File: config.mk
export PLATFORM = sky130hd
export DESIGN_NAME = ysyx_23060020_lsu_flat
export DESIGN_NICKNAME = d
export VERILOG_FILES = /design/src/rtl/ysyx_23060020_lsu_pkg.sv /design/src/rtl/ysyx_23060020_lsu_if.sv /design/src/rtl/ysyx_23060020_lsu_align.sv /design/src/rtl/ysyx_23060020_lsu.sv /design/src/flat_wrapper.sv
export SDC_FILE = /design/constraint.sdc
export NUM_CORES = 1
export LEC_CHECK = 0
export ABC_AREA = 1
export BUFFER_PORTS_ARGS = -buffer_cell sky130_fd_sc_hd__buf_2
export CAP_MARGIN = 15
export CORE_MARGIN = 5
export CORE_UTILIZATION = 28
export DETAILED_ROUTE_END_ITERATION = 8
export GPL_ROUTABILITY_DRIVEN = 1
export PLACE_DENSITY_LB_ADDON = 0.25
export SYNTH_ARGS = -nofsm -noshare
export SYNTH_HDL_FRONTEND = slang
export SYNTH_SLANG_ARGS = --single-unit
File: constraint.sdc
create_clock -name clk -period 3.05 [get_ports clk]
set_input_delay 0.1525 -clock clk [delete_from_list [all_inputs] [get_ports clk]]
set_output_delay 0.1525 -clock clk [all_outputs]
set_load 0.05 [all_outputs]
File: src/rtl/ysyx_23060020_lsu_pkg.sv
// Shared definitions for the ysyx_23060020 load/store unit: funct3 codes,
// FSM state encoding and the byte-strobe helper.
package ysyx_23060020_pkg;

  localparam logic [2:0] LSU_B  = 3'b000;
  localparam logic [2:0] LSU_H  = 3'b001;
  localparam logic [2:0] LSU_W  = 3'b010;
  localparam logic [2:0] LSU_D  = 3'b011;
  localparam logic [2:0] LSU_BU = 3'b100;
  localparam logic [2:0] LSU_HU = 3'b101;
  localparam logic [2:0] LSU_WU = 3'b110;

  typedef enum logic [1:0] {
    S_IDLE,
    S_REQ,
    S_WAIT,
    S_DONE
  } lsu_state_e;

  // Unshifted byte strobes for an access of 2**size bytes.
  function automatic logic [7:0] lsu_base_mask(input logic [1:0] size);
    case (size)
      2'd0:    lsu_base_mask = 8'h01;
      2'd1:    lsu_base_mask = 8'h03;
      2'd2:    lsu_base_mask = 8'h0F;
      default: lsu_base_mask = 8'hFF;
    endcase
  endfunction

endpackage

File: src/rtl/ysyx_23060020_lsu_if.sv
// Memory-side request/response bus of the LSU; master = LSU, slave = memory adapter.
interface ysyx_23060020_lsu_if #(
  parameter int unsigned XLEN   = 32,
  parameter int unsigned ADDR_W = 32
);
  logic                mem_req_valid;
  logic                mem_req_ready;
  logic [ADDR_W-1:0]   mem_addr;
  logic                mem_wen;
  logic [XLEN-1:0]     mem_wdata;
  logic [XLEN/8-1:0]   mem_wmask;
  logic                mem_rsp_valid;
  logic [XLEN-1:0]     mem_rdata;

  modport master (
    output mem_req_valid, mem_addr, mem_wen, mem_wdata, mem_wmask,
    input  mem_req_ready, mem_rsp_valid, mem_rdata
  );

  modport slave (
    input  mem_req_valid, mem_addr, mem_wen, mem_wdata, mem_wmask,
    output mem_req_ready, mem_rsp_valid, mem_rdata
  );
endinterface

File: src/rtl/ysyx_23060020_lsu_align.sv
// Combinational lane steering: store shift and strobes, load extract/extend,
// and legality of the access.
module ysyx_23060020_lsu_align
  import ysyx_23060020_pkg::*;
#(
  parameter int unsigned XLEN = 32
) (
  input  logic              wen,
  input  logic [2:0]        funct3,
  input  logic [2:0]        addr_lo,
  input  logic [XLEN-1:0]   wdata,
  input  logic [XLEN-1:0]   rdata,
  output logic [XLEN-1:0]   wdata_sh,
  output logic [XLEN/8-1:0] wmask,
  output logic [XLEN-1:0]   rdata_ext,
  output logic              illegal
);
  localparam int unsigned NB    = XLEN / 8;
  localparam int unsigned OFF_W = $clog2(NB);

  logic [OFF_W-1:0] off;
  logic [OFF_W+2:0] shamt;
  logic [XLEN-1:0]  raw;

  assign off   = addr_lo[OFF_W-1:0];
  assign shamt = {off, 3'b000};

  always_comb begin
    wdata_sh = wdata << shamt;
    wmask    = wen ? NB'(16'(lsu_base_mask(funct3[1:0])) << off) : '0;
    raw      = rdata >> shamt;

    // Size casts of signed slices give the sign extension for b/h/w.
    case (funct3)
      LSU_B:   rdata_ext = XLEN'($signed(raw[7:0]));
      LSU_H:   rdata_ext = XLEN'($signed(raw[15:0]));
      LSU_W:   rdata_ext = XLEN'($signed(raw[31:0]));
      LSU_D:   rdata_ext = raw;
      LSU_BU:  rdata_ext = XLEN'(raw[7:0]);
      LSU_HU:  rdata_ext = XLEN'(raw[15:0]);
      LSU_WU:  rdata_ext = XLEN'(raw[31:0]);
      default: rdata_ext = '0;
    endcase

    case (funct3)
      LSU_B, LSU_BU: illegal = 1'b0;
      LSU_H, LSU_HU: illegal = addr_lo[0];
      LSU_W:         illegal = (addr_lo[1:0] != 2'b00);
      LSU_WU:        illegal = (addr_lo[1:0] != 2'b00) || (XLEN == 32) || wen;
      LSU_D:         illegal = (addr_lo != 3'b000) || (XLEN == 32);
      default:       illegal = 1'b1;
    endcase
  end

endmodule

File: src/rtl/ysyx_23060020_lsu.sv
// Multi-cycle load/store unit: IDLE -> REQ -> WAIT -> DONE handshake to memory,
// with illegal accesses completing directly from IDLE.
module ysyx_23060020_lsu
  import ysyx_23060020_pkg::*;
#(
  parameter int unsigned XLEN   = 32,
  parameter int unsigned ADDR_W = 32
) (
  input  logic                   clk,
  input  logic                   rst,
  input  logic                   core_valid,
  input  logic                   core_wen,
  input  logic [2:0]             core_funct3,
  input  logic [ADDR_W-1:0]      core_addr,
  input  logic [XLEN-1:0]        core_wdata,
  output logic [XLEN-1:0]        core_rdata,
  output logic                   core_done,
  output logic                   core_err,
  output logic                   core_busy,
  ysyx_23060020_lsu_if.master    mem
);
  localparam int unsigned NB    = XLEN / 8;
  localparam int unsigned OFF_W = $clog2(NB);

  lsu_state_e  state;
  logic        wen_q;
  logic [2:0]  funct3_q;
  logic [2:0]  addr_lo_q;

  logic            a_wen;
  logic [2:0]      a_funct3;
  logic [2:0]      a_addr_lo;
  logic [XLEN-1:0] wdata_sh;
  logic [NB-1:0]   wmask;
  logic [XLEN-1:0] rdata_ext;
  logic            illegal;

  // One aligner serves both phases: live core inputs while IDLE, latched
  // access attributes afterwards for the load extraction.
  assign a_wen     = (state == S_IDLE) ? core_wen         : wen_q;
  assign a_funct3  = (state == S_IDLE) ? core_funct3      : funct3_q;
  assign a_addr_lo = (state == S_IDLE) ? core_addr[2:0]   : addr_lo_q;

  ysyx_23060020_lsu_align #(.XLEN(XLEN)) u_align (
    .wen       (a_wen),
    .funct3    (a_funct3),
    .addr_lo   (a_addr_lo),
    .wdata     (core_wdata),
    .rdata     (mem.mem_rdata),
    .wdata_sh  (wdata_sh),
    .wmask     (wmask),
    .rdata_ext (rdata_ext),
    .illegal   (illegal)
  );

  assign core_busy = (state != S_IDLE);

  always_ff @(posedge clk) begin
    if (rst) begin
      state             <= S_IDLE;
      wen_q             <= 1'b0;
      funct3_q          <= '0;
      addr_lo_q         <= '0;
      core_rdata        <= '0;
      core_done         <= 1'b0;
      core_err          <= 1'b0;
      mem.mem_req_valid <= 1'b0;
      mem.mem_addr      <= '0;
      mem.mem_wen       <= 1'b0;
      mem.mem_wdata     <= '0;
      mem.mem_wmask     <= '0;
    end else begin
      case (state)
        S_IDLE: begin
          if (core_valid) begin
            wen_q     <= core_wen;
            funct3_q  <= core_funct3;
            addr_lo_q <= core_addr[2:0];
            if (illegal) begin
              core_err   <= 1'b1;
              core_rdata <= '0;
              core_done  <= 1'b1;
              state      <= S_DONE;
            end else begin
              mem.mem_req_valid <= 1'b1;
              mem.mem_addr      <= {core_addr[ADDR_W-1:OFF_W], {OFF_W{1'b0}}};
              mem.mem_wen       <= core_wen;
              mem.mem_wdata     <= wdata_sh;
              mem.mem_wmask     <= wmask;
              state             <= S_REQ;
            end
          end
        end
        S_REQ: begin
          if (mem.mem_req_ready) begin
            mem.mem_req_valid <= 1'b0;
            mem.mem_addr      <= '0;
            mem.mem_wen       <= 1'b0;
            mem.mem_wdata     <= '0;
            mem.mem_wmask     <= '0;
            state             <= S_WAIT;
          end
        end
        S_WAIT: begin
          if (mem.mem_rsp_valid) begin
            core_rdata <= wen_q ? '0 : rdata_ext;
            core_err   <= 1'b0;
            core_done  <= 1'b1;
            state      <= S_DONE;
          end
        end
        S_DONE: begin
          core_done <= 1'b0;
          state     <= S_IDLE;
        end
        default: state <= S_IDLE;
      endcase
    end
  end

endmodule

File: src/flat_wrapper.sv
// flat-port wrapper written by rule: the top's interface ports become plain ports
module ysyx_23060020_lsu_flat import ysyx_23060020_pkg::*;
#(
  parameter int unsigned XLEN   = 32,
  parameter int unsigned ADDR_W = 32
)
  (clk, rst, core_valid, core_wen, core_funct3, core_addr, core_wdata, core_rdata, core_done, core_err, core_busy, mem_mem_req_valid, mem_mem_addr, mem_mem_wen, mem_mem_wdata, mem_mem_wmask, mem_mem_req_ready, mem_mem_rsp_valid, mem_mem_rdata);
  ysyx_23060020_lsu_if #(.XLEN(XLEN), .ADDR_W(ADDR_W)) mem_i ();
  input  logic clk;
  input  logic rst;
  input  logic core_valid;
  input  logic core_wen;
  input  logic [2:0] core_funct3;
  input  logic [ADDR_W-1:0] core_addr;
  input  logic [XLEN-1:0] core_wdata;
  output logic [XLEN-1:0] core_rdata;
  output logic core_done;
  output logic core_err;
  output logic core_busy;
  output wire logic [$bits(mem_i.mem_req_valid)-1:0] mem_mem_req_valid;
  output wire logic [$bits(mem_i.mem_addr)-1:0] mem_mem_addr;
  output wire logic [$bits(mem_i.mem_wen)-1:0] mem_mem_wen;
  output wire logic [$bits(mem_i.mem_wdata)-1:0] mem_mem_wdata;
  output wire logic [$bits(mem_i.mem_wmask)-1:0] mem_mem_wmask;
  input wire logic [$bits(mem_i.mem_req_ready)-1:0] mem_mem_req_ready;
  input wire logic [$bits(mem_i.mem_rsp_valid)-1:0] mem_mem_rsp_valid;
  input wire logic [$bits(mem_i.mem_rdata)-1:0] mem_mem_rdata;
  assign mem_mem_req_valid = mem_i.mem_req_valid;
  assign mem_mem_addr = mem_i.mem_addr;
  assign mem_mem_wen = mem_i.mem_wen;
  assign mem_mem_wdata = mem_i.mem_wdata;
  assign mem_mem_wmask = mem_i.mem_wmask;
  assign mem_i.mem_req_ready = mem_mem_req_ready;
  assign mem_i.mem_rsp_valid = mem_mem_rsp_valid;
  assign mem_i.mem_rdata = mem_mem_rdata;
  ysyx_23060020_lsu #(.XLEN(XLEN), .ADDR_W(ADDR_W)) u_core (.clk(clk), .rst(rst), .core_valid(core_valid), .core_wen(core_wen), .core_funct3(core_funct3), .core_addr(core_addr), .core_wdata(core_wdata), .core_rdata(core_rdata), .core_done(core_done), .core_err(core_err), .core_busy(core_busy), .mem(mem_i));
endmodule
==> qor_table.md, run 1 <==
| Parameter | Reported | Unit |
|:---|:---|:---|
| Number of top-level pins | 210 | - |
| Fill cells | 2315 | - |
| Count of placed standard cells in the final layout, fillers left out | 1337 | - |
| Cell area after placement | 0.00696 | mm² |
| Area enclosed by the die boundary | 0.0238 | mm² |
| CTS tree | done | - |
| Relative slew margins | 50.9 | % |
| PnR Total Power | 8.08 | mW |
| Final cell area excluding filler cells | 0.00727 | mm² |
| Syn_area_per_cell | 6.47 | µm² |
| Final hold violation count | 0 | - |
| Std-Cell Rows | 52 | - |
| Final core utilization | 35.7 | % |
| Number of clock sinks | 110 | - |
| CTS Root Cell | clkbuf_16 | - |
| Startpoint of the worst-slack reg-to-reg timing path | u_core.state[0] | - |
| Clk pwr share | 15.4 | % |
| Longest Clk Path Bufs | 2 | - |
| H-tree levels | 3 | - |
| Leak pwr | 3.42 | nW |
| Placed insts | 1321 | - |
| Outcome | complete, no violations | - |
| Detailed-route via count | 6468 | - |
| Maximum fanout encountered on the critical timing path | 68 | - |
| Share of the cycle needed by the critical path after routing | 89.2 | % |
| Setup Crit Path Kind | reg -> reg | - |
| WL/cell | 15.8 | µm |
| Clock latency on the worst-skew pair | 0.36 | ns |
| Number of distinct library cell variants in the gate-level netlist after synthesis | 29 | - |
| Worst-Margin Slew | 0.737 | ns |
| Die extent in y | 154 | µm |
| Power density relative to cell area | 1110 | mW/mm² |
| Remaining global-route overflow | 0 | - |
| Clock slew seen by the registers of the worst setup and hold paths | 0.09 | ns |
| Launch point of the worst path | u_core.state[0] | - |
| Setup slack after layout | 0.330 | ns |
| Core Box Area | 0.0204 | mm² |
| Worst voltage drop across the vdd grid | 0.470 | mV |
| Last element of the critical path | u_core.mem.mem_wdata[20] | - |
| # Post-CTS Setup Buffers | 0 | - |
| Total Negative Setup Slacks | 0 | ns |
| Required time of the worst setup path | 3.33 | ns |
| Register share of total power | 23.8 | % |
| Register area | 0.00220 | mm² |
| Horizontal die dimension | 154 | µm |
| Placement-stage worst setup slack | 0.356 | ns |
| Number of antenna repair diodes | 0 | - |
| Via count normalized by instance count | 4.84 | - |
| Worst Setup End Kind | register | - |
| Synthesis-to-finish area growth | 24.7 | % |
| Sequential-to-total area share from yosys stat | 37.8 | % |
| Slack of the worst reg-to-reg path | 0.33 | ns |
| Violation count after the first detailed-routing iteration | 367 | - |
| Worst Skew | 0.0117 | ns |
| Buffers on Ports | 207 | - |
| Final setup vio count | 0 | - |
| Final Critical Period | 2.72 | ns |
| Resize count post-CTS | 0 | - |
| Initial cell density of the core | 28.6 | % |
| Data arrival time at the worst-slack endpoint | 3.00 | ns |
| Wire length of the first global-routing pass | 33.1 | mm |
| RD Place Congestion | 0.801 | - |
| Area of combinational cells with multiple inputs | 0.00307 | mm² |
| Via count of the first global-routing pass | 5962 | - |
| FF+latch count, synth | 110 | - |
| Proportion of power drawn by combinational gates | 60.8 | % |
| Worst Hold Slack | 0.0427 | ns |
| Number of detailed-routing iterations run before antenna repair | 5 | - |
| Switching share of power | 55.5 | % |
| Fin nets | 1171 | - |
| Final antenna-violating net count | 0 | - |
| Clock buffer count from CTS | 9 | - |
| Worst R2R End | u_core.mem.mem_wdata[20] | - |
| Max Transition Viols Final | 0 | - |
| Worst r2r path cells | 12 | - |
| Nature of the critical path startpoint | register | - |
| Setup repair after global routing missed its margin | false | - |
| Maximum number of pins on one net before global-route repair | 85 | - |
| Max capacitance violation total | 0 | - |
| Total DRC errors in the routed layout | 0 | - |
| Overall Global Routing Usage | 16.9 | % |
| Highest achievable clock rate | 368 | MHz |
| Gate Count Post-Synth | 901 | - |
| Share of cells above drive strength 1 | 24.2 | % |
| Min-delay worst type | in -> reg | - |
| Total of hold buffers inserted after clock tree synthesis | 0 | - |
| Cell internal power dissipation | 3.60 | mW |
| Total of warnings raised by yosys | 0 | - |
| Overall routed net length | 21.1 | mm |
| Psw | 4.48 | mW |
| Number of antenna violations at the first check in global routing | 0 | - |
| Dpl hpwl | 14.6 | mm |
| Area of the mapped netlist | 0.00583 | mm² |
## area by class of cell
class	count	area share, %
Tap cell	270	4.65
Clock buffer	9	3.10
Sequential cell	110	30.3
Clock inverter	7	1.12
Multi-Input combinational cell	671	42.2
Timing Repair Buffer	224	16.2
Inverter	46	2.38
## kinds of logic after synthesis
| family | after synthesis | share of synthesized area [%] |
|---|---|---|
| DFF | 110 | 37.8 |
| other | 1 | 0.0643 |
| buffers and inverters | 121 | 9.62 |
| adders and majority gates | 4 | 0.859 |
| AOI/OAI and AO/OA | 161 | 14.0 |
| and+or+nand+nor | 504 | 37.7 |
## how the worst min path moves through the flow
stage	slack [ns]	endpoint	from	depth (start not counted)
finish	0.04	u_core.mem.mem_addr[22]	core_addr[22]	3
global placement	0.42	u_core.mem.mem_addr[14]	core_addr[14]	3
global route	0.04	u_core.mem.mem_addr[22]	core_addr[22]	3
CTS	0.03	u_core.mem.mem_addr[22]	core_addr[22]	3
detailed placement	0.43	u_core.mem.mem_addr[28]	core_addr[28]	3
floorplan	0.30	u_core.funct3_q[2]	core_funct3[2]	2
## metal layers
| layer | global-route usage, % | part of all wire [%] | up-vias | routed length [µm] |
|---|---|---|---|---|
| li1 | - | - | 3292 | - |
| met1 | 23.9 | 47 | 2947 | 9880 |
| met2 | 26.3 | 45 | 207 | 9550 |
| met3 | 3.24 | 6.4 | 22 | 1350 |
| met4 | 5.05 | 1.8 | 0 | 376 |
| met5 | 0 | 0 | - | 0 |
## power groups by stage
| stage | Sequential (mW) | Clock, mW | Combinational, mW |
|---|---|---|---|
| detailed placement | 1.96 | 0 | 4.94 |
| CTS | 1.93 | 1.29 | 4.95 |
| global route | 1.97 | 1.34 | 5.41 |
| global placement | 1.96 | 0 | 4.93 |
| finish | 1.93 | 1.24 | 4.91 |
| floorplan | 2.96 | 0 | 2.86 |
## placed cells by master (no fill, tap or decap)
cell	n
nand2_1	251
buf_2	206
nand3_1	175
dfxtp_1	110
a21oi_1	109
inv_1	42
nor2_1	42
o21ai_0	41
nor3_1	17
buf_4	17
nand2_2	10
clkbuf_16	9
o21ai_1	6
ha_1	4
inv_2	3
nand4_1	3
nand3_2	2
a31oi_1	2
conb_1	2
inv_6	2
inv_8	2
and2_1	1
nand2_4	1
or2_2	1
clkinv_1	1
o21a_1	1
nor2_4	1
a21boi_0	1
a211oi_1	1
clkinv_8	1
inv_12	1
clkinv_4	1
buf_12	1
## flip-flops by register name (all words and copies together), names as in the netlist
signal and count:
u_core.core_err 1, u_core.core_rdata 32, u_core.mem.mem_req_valid 1, u_core.wen_q 1, u_core.core_done 1, u_core.state 2, u_core.mem.mem_wmask 4, u_core.mem.mem_wdata 32
u_core.addr_lo_q 2, u_core.funct3_q 3, u_core.mem.mem_addr 30, u_core.mem.mem_wen 1
## cells in the mapped netlist
library cell | count | share of area [%]
nand2_2 | 10 | 1.1
buf_4 | 8 | 1.0
a211oi_1 | 1 | 0.13
nor3_1 | 17 | 1.5
nand4_1 | 3 | 0.32
nand2_1 | 251 | 16
or2_2 | 1 | 0.11
buf_1 | 5 | 0.32
clkinv_1 | 1 | 0.064
nor2_4 | 1 | 0.19
inv_1 | 42 | 2.7
conb_1 | 1 | 0.064
clkbuf_1 | 31 | 2.0
a31oi_1 | 2 | 0.21
nand3_1 | 175 | 15
buf_6 | 6 | 1.2
ha_1 | 4 | 0.86
and2_1 | 1 | 0.11
a21oi_1 | 109 | 9.4
buf_2 | 25 | 2.1
nand3_2 | 2 | 0.34
inv_2 | 3 | 0.19
nand2_4 | 1 | 0.19
dfxtp_1 | 110 | 38
nor2_1 | 42 | 2.7
o21ai_0 | 41 | 3.5
o21a_1 | 1 | 0.13
a21boi_0 | 1 | 0.13
o21ai_1 | 6 | 0.52
## critical path, stage by stage (launching register included)
cell and delay [ns]:
dfxtp_1 0.38, inv_1 0.09, ha_1 0.27, inv_2 0.22, nand2_1 0.14, nand2_4 0.25, nor2_1 0.09, nand3_1 0.11
nand2_1 0.10, nand2_2 0.09, buf_4 0.56, nand2_1 0.11, a21oi_1 0.18
(Power assumes the default switching activity.)
==> inputs of run 2 (changes only) <==
- PLACE_DENSITY_LB_ADDON: 0.25 -> default
==> run 2 against run 1 <==
  * Worst setup slack improved by 0.022 ns
  * Non-clock buffer count rose by 2
  * Total power rose by 0.38%
  * Clock power about the same
  * Largest cell class unchanged
  * Register-to-register slack improved by 0.02 ns
  * Fmax is 0.81% higher
  * Sequential power hardly changed
  * Highest routed layer is now met5
==> qor_table.md, run 2 (same netlist as run 1, synthesis figures left out) <==
| Parameter | Reported | Unit | Change |
|:---|:---|:---|:---|
| Hold_sp | core_addr[16] | - |  |
| Final Critical Period | 2.70 | ns | -0.0219 ns |
| Total DRC errors in the routed layout | 0 | - | unchanged |
| Via count normalized by instance count | 4.88 | - | +0.98% |
| Synthesis-to-finish area growth | 25.2 | % |  |
| Number of clock sinks | 110 | - | unchanged |
| Biggest regs | u_core.core_rdata x32, u_core.mem.mem_wdata x32, u_core.mem.mem_addr x30 | - |  |
| RD Place Congestion | 0.834 | - | +4.1% |
| Startpoint of the worst-slack reg-to-reg timing path | u_core.state[0] | - |  |
| Number of antenna violations at the first check in global routing | 2 | - | +2 |
| CTS Root Cell | clkbuf_16 | - |  |
| Nature of the critical path startpoint | register | - |  |
| Leak pwr | 3.44 | nW | +0.39% |
| Total Negative Setup Slacks | 0 | ns | unchanged |
| Dpl hpwl | 14.7 | mm | +0.69% |
| Detailed-route via count | 6541 | - | +1.1% |
| Final setup vio count | 0 | - | unchanged |
| CTS tree | done | - |  |
| Min-delay worst type | in -> reg | - |  |
| Final antenna-violating net count | 0 | - | unchanged |
| Data arrival time at the worst-slack endpoint | 2.99 | ns | about the same |
| Overall routed net length | 21.0 | mm | -0.78% |
| Maximum fanout encountered on the critical timing path | 35 | - | -49% |
| Clock buffer count from CTS | 9 | - | unchanged |
| Worst voltage drop across the vdd grid | 0.348 | mV | -26% |
| Slack of the worst reg-to-reg path | 0.35 | ns | +0.02 ns |
| Number of detailed-routing iterations run before antenna repair | 5 | - | unchanged |
| # Post-CTS Setup Buffers | 0 | - | unchanged |
| Final core utilization | 35.8 | % | +0.14 points |
| Highest achievable clock rate | 371 | MHz | +0.81% |
| Commonest cells after routing, fill and taps aside | nand2_1 (251), buf_2 (206), nand3_1 (175), dfxtp_1 (110), a21oi_1 (109) | - |  |
| Max Transition Viols Final | 0 | - | unchanged |
| WL/cell | 15.7 | µm | -0.93% |
| Clock latency on the worst-skew pair | 0.37 | ns | about the same |
| Share of cells above drive strength 1 | 24.3 | % | +0.14 points |
| Fin nets | 1173 | - | +0.17% |
| Worst Setup End Kind | register | - |  |
| Wire length of the first global-routing pass | 32.9 | mm | -0.67% |
| Relative slew margins | 57.3 | % | +6.4 points |
| Power density relative to cell area | 1110 | mW/mm² | about the same |
| Worst Skew | 0.0188 | ns | +0.00715 ns |
| Final hold violation count | 0 | - | unchanged |
| Worst R2R End | u_core.core_rdata[20] | - |  |
| Outcome | complete, no violations | - |  |
| Maximum number of pins on one net before global-route repair | 69 | - | -19% |
| Share of the cycle needed by the critical path after routing | 88.5 | % | -0.72 points |
| H-tree levels | 3 | - | unchanged |
| Remaining global-route overflow | 0 | - | unchanged |
| Die extent in y | 154 | µm | unchanged |
| Horizontal die dimension | 154 | µm | unchanged |
| Most common cell after layout, fill and taps aside | nand2_1 | - |  |
| Setup repair after global routing missed its margin | false | - |  |
| Hold endpoint | u_core.mem.mem_addr[16] | - |  |
| Longest Clk Path Bufs | 2 | - | unchanged |
| Initial cell density of the core | 28.6 | % | unchanged |
| Overall Global Routing Usage | 16.9 | % | -0.050 points |
| Buffers on Ports | 207 | - | unchanged |
| Area enclosed by the die boundary | 0.0238 | mm² | unchanged |
| Number of antenna repair diodes | 0 | - | unchanged |
| Setup Crit Path Kind | reg -> reg | - |  |
| Worst-Margin Slew | 0.640 | ns | -0.0976 ns |
| Total of hold buffers inserted after clock tree synthesis | 0 | - | unchanged |
| Std-Cell Rows | 52 | - | unchanged |
| Resize count post-CTS | 0 | - | unchanged |
| Clock slew seen by the registers of the worst setup and hold paths | 0.09 | ns | about the same |
| Violation count after the first detailed-routing iteration | 454 | - | +24% |
| Number of top-level pins | 210 | - | unchanged |
| Core Box Area | 0.0204 | mm² | unchanged |
| Worst hold path stage count | 3 | - | unchanged |
| Via count of the first global-routing pass | 5875 | - | -1.5% |
| Required time of the worst setup path | 3.35 | ns | +0.02 ns |
| Worst r2r path cells | 13 | - | +1 |
| Max capacitance violation total | 0 | - | unchanged |
[run 2: cell types whose count changed in the layout (fill, tap and decap cells not counted)]
cell / delta
clkinv_4: -1
inv_6: -1
buf_12: +1
clkinvlp_4: +1
buf_4: +1
inv_8: +1
inv_12: -1
clkinv_8: +1
[run 2: worst max-delay path by stage]
stage,end,depth (start not counted),from,slack [ns]
2_1_floorplan,u_core.core_rdata[30],13,u_core.state[0],1.09
3_3_place_gp,u_core.mem.mem_wmask[0],13,u_core.state[0],0.52
3_5_place_dp,u_core.core_rdata[26],13,u_core.state[0],0.40
4_1_cts,u_core.core_rdata[26],13,u_core.state[0],0.37
5_1_grt,u_core.core_rdata[26],13,u_core.state[0],0.11
6_report,u_core.core_rdata[20],13,u_core.state[0],0.35
[run 2: layer usage]
metal	global-route usage, %	vias up	part of all wire, %
met5	0	-	0.10
met4	5.34	4	2.0
met3	3.66	35	6.3
met2	25.9	209	45
met1	23.7	3001	46
li1	-	3292	-
[run 2: layout make-up]
cell class / count / area (µm²)
clock buffer: 9 / 225
clock inverter: 7 / 82.6
fill: 2231 / 13100
inverter: 46 / 173
multi-input combinational: 671 / 3070
sequential: 110 / 2200
tap: 270 / 338
timing repair buffer: 226 / 1210
[run 2: worst max-delay path: stages, from the launching register on]
cell,delay (ns)
dfxtp_1,0.38
inv_1,0.08
ha_1,0.28
inv_2,0.23
nand2_2,0.13
nand2_2,0.12
buf_4,0.33
nand2_1,0.12
nand3_1,0.10
nand3_1,0.22
buf_4,0.29
nand3_1,0.11
nand3_1,0.09
a21oi_1,0.14
[run 2: report_power, final]
group	internal, mW	switching (mW)	leakage [nW]	total (mW)
clock network	0.591	0.661	0.148	1.25
logic	1.28	3.65	2.40	4.93
registers	1.76	0.163	0.894	1.92
total	3.63	4.48	3.44	8.11
[run 2: stage by stage]
stage / total power [mW] / std cells / hold slack (ns) / worst slack [ns] / cell area [µm²]
2_1_floorplan: 5.81 / 902 / 0.297 / 1.09 / 5830
3_3_place_gp: 6.89 / 1323 / 0.419 / 0.524 / 6990
3_5_place_dp: 6.91 / 1323 / 0.427 / 0.399 / 6990
4_1_cts: 8.18 / 1339 / 0.0211 / 0.366 / 7300
5_1_grt: 8.72 / 1339 / 0.0271 / 0.108 / 7300
6_report: 8.11 / 1339 / 0.0338 / 0.352 / 7300
